[src/rtl/serial_tx_arbiter_if.sv]
// Bundle between the transmit arbiter, its byte requesters and the shared serial transmitter.
// The master modport is the arbiter side.
interface serial_tx_arbiter_if #(
    parameter int BITS    = 8,
    parameter int NUM_REQ = 4
);
    localparam int GW = $clog2(NUM_REQ);

    // req_valid/req_ack: a requester holds req_valid and its byte steady until the
    // one-cycle req_ack, which means the byte has been latched and may change.
    logic [NUM_REQ-1:0]      req_valid;
    logic [NUM_REQ-1:0]      req_hold;
    logic [NUM_REQ*BITS-1:0] req_data;
    logic [NUM_REQ-1:0]      req_ack;
    logic [NUM_REQ-1:0]      req_done;
    logic                    tx_enable;
    logic [BITS-1:0]         tx_data;
    logic                    tx_ready;
    logic                    tx_word_done;
    logic [GW-1:0]           grant;
    logic                    busy;
    logic                    timeout_err;
    logic                    fsm_state;

    modport master (
        input  req_valid, req_hold, req_data, tx_ready, tx_word_done,
        output req_ack, req_done, tx_enable, tx_data, grant, busy, timeout_err, fsm_state
    );

    modport slave (
        output req_valid, req_hold, req_data, tx_ready, tx_word_done,
        input  req_ack, req_done, tx_enable, tx_data, grant, busy, timeout_err, fsm_state
    );
endinterface

[src/rtl/serial_tx_arbiter.sv]
// Round-robin arbiter sharing one serial transmitter between NUM_REQ byte requesters,
// with burst hold priority and a watchdog against a stalled transmitter.
module serial_tx_arbiter #(
    parameter int BITS           = 8,
    parameter int NUM_REQ        = 4,
    parameter int TIMEOUT_CYCLES = 8192
) (
    input  logic                 clk27,
    input  logic                 rst,
    serial_tx_arbiter_if.master  bus
);
    localparam int GW = $clog2(NUM_REQ);
    localparam int TW = $clog2(TIMEOUT_CYCLES);
    localparam logic [TW-1:0] T_LAST  = TW'(TIMEOUT_CYCLES - 1);
    localparam logic [GW-1:0] PTR_RST = GW'(NUM_REQ - 1);

    typedef enum logic {ST_IDLE, ST_TX} state_t;

    state_t               state, state_n;
    logic [GW-1:0]        pointer, pointer_n;
    logic [GW-1:0]        grant_q, grant_n;
    logic [BITS-1:0]      data_q, data_n;
    logic                 en_q, en_n;
    logic                 busy_q, busy_n;
    logic [NUM_REQ-1:0]   ack_q, ack_n;
    logic [NUM_REQ-1:0]   done_q, done_n;
    logic                 terr_q, terr_n;
    logic [TW-1:0]        timer, timer_n;
    logic                 last_done;

    logic [BITS-1:0]      req_bytes [NUM_REQ];
    logic                 win_found;
    logic [GW-1:0]        winner;
    logic [GW-1:0]        cand;
    logic                 done_evt;

    for (genvar i = 0; i < NUM_REQ; i++) begin : g_unpack
        assign req_bytes[i] = bus.req_data[i*BITS +: BITS];
    end

    // The transmitter raises out_next_word near the end of a word; its falling edge marks completion.
    assign done_evt = last_done & ~bus.tx_word_done;

    always_comb begin
        win_found = 1'b0;
        winner    = '0;
        cand      = '0;
        if (bus.req_hold[grant_q] && bus.req_valid[grant_q]) begin
            win_found = 1'b1;
            winner    = grant_q;
        end else begin
            for (int k = 1; k <= NUM_REQ; k++) begin
                cand = GW'((int'(pointer) + k) % NUM_REQ);
                if (!win_found && bus.req_valid[cand]) begin
                    win_found = 1'b1;
                    winner    = cand;
                end
            end
        end
    end

    always_comb begin
        state_n   = state;
        pointer_n = pointer;
        grant_n   = grant_q;
        data_n    = data_q;
        en_n      = en_q;
        busy_n    = busy_q;
        ack_n     = '0;
        done_n    = '0;
        terr_n    = terr_q;
        timer_n   = timer;
        case (state)
            ST_IDLE: begin
                if (bus.tx_ready && win_found) begin
                    data_n         = req_bytes[winner];
                    grant_n        = winner;
                    pointer_n      = winner;
                    ack_n[winner]  = 1'b1;
                    en_n           = 1'b1;
                    busy_n         = 1'b1;
                    timer_n        = '0;
                    state_n        = ST_TX;
                end
            end
            ST_TX: begin
                timer_n = timer + TW'(1);
                // Completion beats the watchdog when both land on the same edge.
                if (done_evt) begin
                    done_n[grant_q] = 1'b1;
                    en_n            = 1'b0;
                    busy_n          = 1'b0;
                    state_n         = ST_IDLE;
                end else if (timer == T_LAST) begin
                    terr_n  = 1'b1;
                    en_n    = 1'b0;
                    busy_n  = 1'b0;
                    state_n = ST_IDLE;
                end
            end
            default: state_n = ST_IDLE;
        endcase
    end

    always_ff @(posedge clk27 or posedge rst) begin
        if (rst) begin
            state     <= ST_IDLE;
            pointer   <= PTR_RST;
            grant_q   <= '0;
            data_q    <= '0;
            en_q      <= 1'b0;
            busy_q    <= 1'b0;
            ack_q     <= '0;
            done_q    <= '0;
            terr_q    <= 1'b0;
            timer     <= '0;
            last_done <= 1'b0;
        end else begin
            state     <= state_n;
            pointer   <= pointer_n;
            grant_q   <= grant_n;
            data_q    <= data_n;
            en_q      <= en_n;
            busy_q    <= busy_n;
            ack_q     <= ack_n;
            done_q    <= done_n;
            terr_q    <= terr_n;
            timer     <= timer_n;
            last_done <= bus.tx_word_done;
        end
    end

    assign bus.tx_enable   = en_q;
    assign bus.tx_data     = data_q;
    assign bus.req_ack     = ack_q;
    assign bus.req_done    = done_q;
    assign bus.grant       = grant_q;
    assign bus.busy        = busy_q;
    assign bus.timeout_err = terr_q;
    assign bus.fsm_state   = (state == ST_TX);
endmodule

[src/flat_wrapper.sv]
// flat-port wrapper written by rule: the top's interface ports become plain ports
module serial_tx_arbiter_flat 
#(
    parameter int BITS           = 8,
    parameter int NUM_REQ        = 4,
    parameter int TIMEOUT_CYCLES = 8192
)
  (clk27, rst, bus_req_valid, bus_req_hold, bus_req_data, bus_tx_ready, bus_tx_word_done, bus_req_ack, bus_req_done, bus_tx_enable, bus_tx_data, bus_grant, bus_busy, bus_timeout_err, bus_fsm_state);
  serial_tx_arbiter_if #(.BITS(BITS), .NUM_REQ(NUM_REQ)) bus_i ();
  input  logic clk27;
  input  logic rst;
  input wire logic [$bits(bus_i.req_valid)-1:0] bus_req_valid;
  input wire logic [$bits(bus_i.req_hold)-1:0] bus_req_hold;
  input wire logic [$bits(bus_i.req_data)-1:0] bus_req_data;
  input wire logic [$bits(bus_i.tx_ready)-1:0] bus_tx_ready;
  input wire logic [$bits(bus_i.tx_word_done)-1:0] bus_tx_word_done;
  output wire logic [$bits(bus_i.req_ack)-1:0] bus_req_ack;
  output wire logic [$bits(bus_i.req_done)-1:0] bus_req_done;
  output wire logic [$bits(bus_i.tx_enable)-1:0] bus_tx_enable;
  output wire logic [$bits(bus_i.tx_data)-1:0] bus_tx_data;
  output wire logic [$bits(bus_i.grant)-1:0] bus_grant;
  output wire logic [$bits(bus_i.busy)-1:0] bus_busy;
  output wire logic [$bits(bus_i.timeout_err)-1:0] bus_timeout_err;
  output wire logic [$bits(bus_i.fsm_state)-1:0] bus_fsm_state;
  assign bus_i.req_valid = bus_req_valid;
  assign bus_i.req_hold = bus_req_hold;
  assign bus_i.req_data = bus_req_data;
  assign bus_i.tx_ready = bus_tx_ready;
  assign bus_i.tx_word_done = bus_tx_word_done;
  assign bus_req_ack = bus_i.req_ack;
  assign bus_req_done = bus_i.req_done;
  assign bus_tx_enable = bus_i.tx_enable;
  assign bus_tx_data = bus_i.tx_data;
  assign bus_grant = bus_i.grant;
  assign bus_busy = bus_i.busy;
  assign bus_timeout_err = bus_i.timeout_err;
  assign bus_fsm_state = bus_i.fsm_state;
  serial_tx_arbiter #(.BITS(BITS), .NUM_REQ(NUM_REQ), .TIMEOUT_CYCLES(TIMEOUT_CYCLES)) u_core (.clk27(clk27), .rst(rst), .bus(bus_i));
endmodule
[config.mk]
export PLATFORM = sky130hd
export DESIGN_NAME = serial_tx_arbiter_flat
export DESIGN_NICKNAME = d
export VERILOG_FILES = /design/src/rtl/serial_tx_arbiter_if.sv /design/src/rtl/serial_tx_arbiter.sv /design/src/flat_wrapper.sv
export SDC_FILE = /design/constraint.sdc
export NUM_CORES = 1
export LEC_CHECK = 0
export CAP_MARGIN = 20
export CORE_ASPECT_RATIO = 0.5
export CORE_UTILIZATION = 31
export CTS_CLUSTER_SIZE = 24
export DETAILED_ROUTE_END_ITERATION = 16
export GPL_TIMING_DRIVEN = 0
export PLACE_DENSITY = 0.57
export SYNTH_ARGS = -nofsm -noshare
export SYNTH_HDL_FRONTEND = slang
export SYNTH_SLANG_ARGS = --single-unit
[constraint.sdc]
create_clock -name clk27 -period 2.6 [get_ports clk27]
set_clock_uncertainty 0.2 [all_clocks]
set_input_delay 0.39 -clock clk27 [delete_from_list [all_inputs] [get_ports clk27]]
set_output_delay 0.39 -clock clk27 [all_outputs]
set_load 0.03 [all_outputs]
* Yosys cells after proc, flatten, opt, wreduce, memory -nomap -nowiden
Index checks and enable logic that the tools add are counted.
Operators by class: reduce and logical (&&, ||, !) cells 13, bitwise operators 5, shift-type cells 0, $add $sub $neg 5, multiplexer cells 46, multiply operators 0, div/mod/pow operators 0, equality and inequality tests 3, order comparisons 9
Operator list (number):
- $pmux W13 S2 | 1
- $mux W1 | 22
- $lt A2 B3 Y1 const B | 6
- $bmux W8 S2 | 1
- $mux W4 | 4
- $mux W8 | 2
- $add A13 B1 Y13 const B | 1
- $eq A13 B13 Y1 const B | 1
- $mux W13 | 1
- $bmux W1 S2 | 6
- $mux W2 | 5
- $logic_and A1 B1 Y1 | 7
- $add A2 B1 Y2 const B | 2
- $add A2 B2 Y2 const B | 2
- $demux W1 S2 | 2
- $ge A2 B1 Y1 const B | 2
- $pmux W1 S2 | 2
- $reduce_and A2 Y1 | 2
- $ge A3 B3 Y1 const B | 1
- $logic_not A1 Y1 | 3
- $ne A3 B3 Y1 const B | 1
- $not A1 Y1 | 3
- $not A2 Y3 | 1
- $reduce_and A3 Y1 | 1
- other kinds (2) | 2
Storage, ports and cells: bits in latches 0, bits in writable memories 0, ROM bits 0, register bits 37, memories kept 0

* Longest topological paths before layout
Gate-level depths: netlist (run 1).
depth after elaboration 23, depth in mapped cells 8, depth with buffers taken out 7

* Least setup slack after synthesis (run 1)
No wires, ideal clock.
path kind flip-flop to flip-flop, from register u_core.grant_q[1] (netlist: u_core.bus.grant[1]), to register u_core.data_q[0] (netlist: u_core.bus.tx_data[0]), cell stages (with the launch flop) 9, period minus slack after synthesis 2172 ps, setup time 81 ps, setup slack 428 ps, path buffers 2, arrival 1891 ps, data required time 2319 ps, path through dfrtp_1 -> clkbuf_1 -> a21oi_1 -> a21oi_1 -> a31oi_1 -> o22ai_1 -> buf_2 -> mux2_2 -> o211ai_2
On the way: cells in the longest elaborated chain, start to end 8
Ends and longest elaborated chain:
- from (decl) | line serial_tx_arbiter.sv:21 | logic [GW-1:0] grant_q, grant_n;
- from (signal assigned) | line serial_tx_arbiter.sv:121 | grant_q <= grant_n;
- $bmux W1 S2 | line serial_tx_arbiter.sv:48 | if (bus.req_hold[grant_q] && bus.req_valid[grant_q]) begin
- $mux W1 (implied by the code) | line serial_tx_arbiter.sv:48
- $logic_and A1 B1 Y1 | line serial_tx_arbiter.sv:48
- $mux W2 | line serial_tx_arbiter.sv:48
- $not A2 Y3 (implied by the code) | line serial_tx_arbiter.sv:76 | data_n = req_bytes[winner];
- $bmux W8 S2 | line serial_tx_arbiter.sv:76
- $mux W8 (implied by the code) (2 in a row) | line serial_tx_arbiter.sv:76
- to (signal assigned) | line serial_tx_arbiter.sv:122 | data_q <= data_n;
- to (decl) | line serial_tx_arbiter.sv:22 | logic [BITS-1:0] data_q, data_n;
Several ways; a longest one is shown, not always the timed one. The select of a mux whose other input is x is not followed. A chain may end at the register's enable or synchronous reset.

* Final worst setup path (run 1)
from input bus_req_valid[3], to register u_core.data_q[5] (netlist: u_core.bus.tx_data[5])
On the way: cells in the longest elaborated chain, start to end 20
Ends and longest elaborated chain:
- from (decl) | line flat_wrapper.sv:12 | input wire logic [$bits(bus_i.req_valid)-1:0] bus_req_valid;
- $bmux W1 S2 | line serial_tx_arbiter.sv:54 | if (!win_found && bus.req_valid[cand]) begin
- $mux W1 (implied by the code) | line serial_tx_arbiter.sv:54
- $mux W1 | line serial_tx_arbiter.sv:54
- $mux W1 | line serial_tx_arbiter.sv:48
- $logic_not A1 Y1 | line serial_tx_arbiter.sv:54
- $logic_and A1 B1 Y1 | line serial_tx_arbiter.sv:54
- $mux W1 | line serial_tx_arbiter.sv:54
- $mux W1 | line serial_tx_arbiter.sv:48
- [3 not listed]
- $mux W1 | line serial_tx_arbiter.sv:48
- $logic_not A1 Y1 | line serial_tx_arbiter.sv:54
- $logic_and A1 B1 Y1 | line serial_tx_arbiter.sv:54
- $mux W2 | line serial_tx_arbiter.sv:54
- $mux W2 | line serial_tx_arbiter.sv:48
- $not A2 Y3 (implied by the code) | line serial_tx_arbiter.sv:76
- $bmux W8 S2 | line serial_tx_arbiter.sv:76
- $mux W8 (implied by the code) (2 in a row) | line serial_tx_arbiter.sv:76
Several ways; a longest one is shown, not always the timed one. The select of a mux whose other input is x is not followed.

==> results by group, run 1 <==
Layout
  • Ratio of cells with drive above 1 in the final layout: 0.1388
  • Area of the multi-input gates: 975.9 µm²
  • FF+latch area: roughly 930 µm²
  • Final Core Density: 0.4763
  • Diode count: 0
  • Fillers: 594
  • P&R area growth vs syn: 47.16%
  • Net count, final: 325

GRT
  • GRT Residual Overflow: 0
  • Initial antenna violation count: 0
  • Global-route wire length before repair: 8135 µm
  • Largest net degree at the start of global routing: 38
  • Vias in the first global route: around 1,700
  • Tot GR Track Use: 0.1587

Yosys
  • Flops & latches, synth: 37
  • Post-synth cell types: 42
  • Sequential cell area fraction in the yosys report: 0.4678
  • Mapped Avg Cell Area: between 9 and 10 µm²
  • Mapped Nets: roughly 250
  • Synthesized instance count: 208
  • YS warnings: 0
  • Synth Cell Area: 1984 µm²

Route
  • Vias post-DR: 1,761
  • Post-route ant nets: 0
  • First-pass DRT Iterations: 6
  • Via density: 4.772
  • Initial DRC count: 79
  • Residual DRC count: 0
  • DRT Wirelength: about 5000 µm
  • WL/cell: between 10 and 15 µm

Die
  • Initial core utilization: 0.3237
  • Row count: 20
  • Die height: 58.58 µm
  • Core area: 6131 µm²
  • Die span in x: 115.2 µm
  • Die area: a little under 7000 µm²
  • Io pins: 66

CTS
  • CTS sink count: 37
  • CTS Buf Count: 5
  • CTS H-tree depth: 2
  • Root Driver: clkbuf_16
  • Hold-fix buffers, CTS: 0
  • Clock Latency Late Sink: 0.28 ns
  • CTS tree: done
  • Setup Buffers After CTS: 0
  • Clock buffer depth: 2
  • Clock transition at the registers of the reported paths: about 0.06 ns

Timing
  • Maximum clock frequency: 0.4079 GHz
  • Setup slack after layout: 0.1487 ns
  • Slew @ Worst Pin: between 0.7 and 0.8 ns
  • Max-slew violation count: 0
  • # setup viols final: 0
  • Fin Setup TNS: 0 ns
  • Slew HR: 0.4827
  • Tcrit/Tclk final: 0.9428
  • Hold Vio Cnt, Final: 0
  • Min cycle time layout: roughly 2.5 ns

Outcome
  • Status: completed

Power
  • Pwr Density: 915.6 nW/µm²
  • Sequential power share: 0.315
  • Pleak: 0.001195 µW
  • Sw power: 979.2 µW
  • Peak supply drop: 0.2828 mV
  • Combinational share of power: 0.425
  • Power Total: around 2700 µW
  • Int Power: 1695 µW
  • Switch share: 0.3662
  • Clock power share: 0.259

Placement
  • Final GP Congestion: 0.7607
  • Half-perimeter wire length after placement: 3671 µm
  • Post-Place Worst Slack: -0.2484 ns
  • PortBufs: 65

Flow run
  • Max Cap Viol: 0

Setup path
  • CP required: 2.54 ns
  • Critical path launch point type: primary input
  • CP arrival: around 2.4 ns
  • CP Capture Type: flop
  • Critical path type: primary input to flop
  • CP Max Fanout: 10

Min path
  • Hold crit path type: flop to flop
-- synth_stat cells (all sizes together) --
cell	number	area (µm²)
mux2i	9	90.09
inv	7	26.28
o31ai	2	15.01
nand2b	3	18.77
nor4	1	6.260
dfstp	2	52.55
o41ai	1	8.760
ha	1	12.51
or2	1	6.260
a21boi	2	15.01
or3b	1	11.26
nor2b	4	25.02
o22ai	1	6.260
nor3	3	15.01
a21o	2	15.01
and2	2	12.51
nand3	11	55.05
clkbuf	3	11.26
a311oi	1	26.28
a31oi	3	18.77
nor2	16	60.06
and3	2	12.51
nand4	2	12.51
o21a	1	7.510
nand3b	2	15.01
a21oi	9	45.04
o21ai	16	83.83
dfrtp	35	875.8
a41o	1	10.01
or3	1	6.260
o211ai	10	115.1
a22o	1	8.760
buf	7	50.05
mux2	8	90.09
nand2	36	135.1
o22a	1	8.760
-- critical path, stage by stage --
cell,delay (ns)
clkdlybuf4s50_1,0.53
nor2b_1,0.21
or3b_4,0.39
and3_1,0.18
o21ai_2,0.54
o211ai_2,0.15
-- sequential cells by signal (all words and copies together), names as in the netlist --
signal,flops
u_core.bus.timeout_err,1
u_core.bus.tx_data,8
u_core.bus.grant,2
u_core.pointer,2
u_core.bus.req_ack,4
u_core.last_done,1
u_core.bus.tx_enable,1
u_core.bus.req_done,4
u_core.bus.fsm_state,1
u_core.timer,13
-- cell families (layout without fill, tap and decap cells) --
group	count (synthesis)	count (layout)	share of synthesized area
multiplexers	17	17	0.09080
flip-flops	37	37	0.4678
adder cells (fa/ha/maj)	1	1	0.006304
AO/OA/AOI/OAI	51	51	0.1936
buffers and inverters	17	90	0.04414
AND/OR/NAND/NOR	85	85	0.1973
-- per-stage QoR --
| step | hold slack, ns | std cells | cell area [µm²] |
|---|---|---|---|
| 2_1_floorplan | 0.2214 | 208 | 1984 |
| 3_3_place_gp | 0.2609 | 361 | 2745 |
| 3_5_place_dp | 0.2674 | 361 | 2745 |
| 4_1_cts | 0.2781 | 369 | 2913 |
| 5_1_grt | 0.2965 | 369 | 2920 |
| 6_report | 0.2738 | 369 | 2920 |
-- per-layer routing --
metal  global-route usage  routed length [µm]  up-vias
li1                     -                   -      878
met1               0.2017                2294      845
met2               0.2780                2418       31
met3              0.03502                 200        7
met4              0.04082                  51        0
met5                    0                   0        -
-- layout make-up --
cell class              instances  share of cell area
inverters                       7            0.008997
multi-input cells             154              0.3342
repair buffers                 65              0.2228
well taps                      88             0.03770
clock buffers                   6             0.04413
plain buffers                  10             0.02099
flip-flops and latches         37              0.3179
clock inverters                 2             0.01328
-- power by group through the flow --
stage	registers [µW]	clock network [µW]	logic (µW)
after floorplan	1010	0	573
after global routing	870	729	1240
after detailed placement	852	0	1150
after CTS	843	704	1150
after global placement	845	0	1140
final	843	694	1140
-- placed cells by master (no fill, tap or decap), types with 8 or more instances in the layout --
master           synthesis  routed
nand2_1                 36      36
nand3_1                 11      11
dfrtp_1                 35      35
mux2i_1                  9       9
o21ai_1                 12      12
nor2_1                  16      16
clkdlybuf4s50_1          0      65
mux2_2                   8       8
o211ai_2                 8       8
a21oi_1                  9       9
-- what timing repair did --
item / 4_1_cts / 5_1_grt
resized for setup: 0 / 1
hold endpoints to repair: 0 / 0
endpoints found under the setup margin: 0 / 9
-- final timing paths --
path / from / to / slack, ns / cells after the start
max in group asynchronous: rst / u_core.bus.req_ack[1] / 1.33 / 2
worst min register to register: u_core.bus.timeout_err / u_core.bus.timeout_err / 0.27 / 1
min in group asynchronous: rst / u_core.bus.tx_data[1] / 0.38 / 2
worst min-delay path: u_core.bus.timeout_err / u_core.bus.timeout_err / 0.27 / 1
worst max-delay path: bus_req_valid[3] / u_core.bus.tx_data[5] / 0.15 / 6
worst max register to register: u_core.bus.grant[1] / u_core.bus.tx_data[3] / 0.31 / 8
No activity file was read; power rests on OpenSTA's default activity.
==> run 2: changes to the inputs <==
--- a/config.mk
+++ b/config.mk
@@ -11,6 +11,7 @@
 export CTS_CLUSTER_SIZE = 24
 export DETAILED_ROUTE_END_ITERATION = 16
 export GPL_TIMING_DRIVEN = 0
+export HOLD_SLACK_MARGIN = 0.02
 export PLACE_DENSITY = 0.57
 export SYNTH_ARGS = -nofsm -noshare
 export SYNTH_HDL_FRONTEND = slang
==> results of run 2 <==
Same layout as run 1: the final DEF is identical, and so are final timing and power.
==> run 3: changes to the inputs <==
--- a/config.mk
+++ b/config.mk
@@ -11,8 +11,9 @@
 export CTS_CLUSTER_SIZE = 24
 export DETAILED_ROUTE_END_ITERATION = 16
 export GPL_TIMING_DRIVEN = 0
-export HOLD_SLACK_MARGIN = 0.02
+export HOLD_SLACK_MARGIN = 0.03
 export PLACE_DENSITY = 0.57
+export SKIP_CTS_REPAIR_TIMING = 1
 export SYNTH_ARGS = -nofsm -noshare
 export SYNTH_HDL_FRONTEND = slang
 export SYNTH_SLANG_ARGS = --single-unit
==> results of run 3 <==
Same layout as run 1: the final DEF is identical, and so are final timing and power.
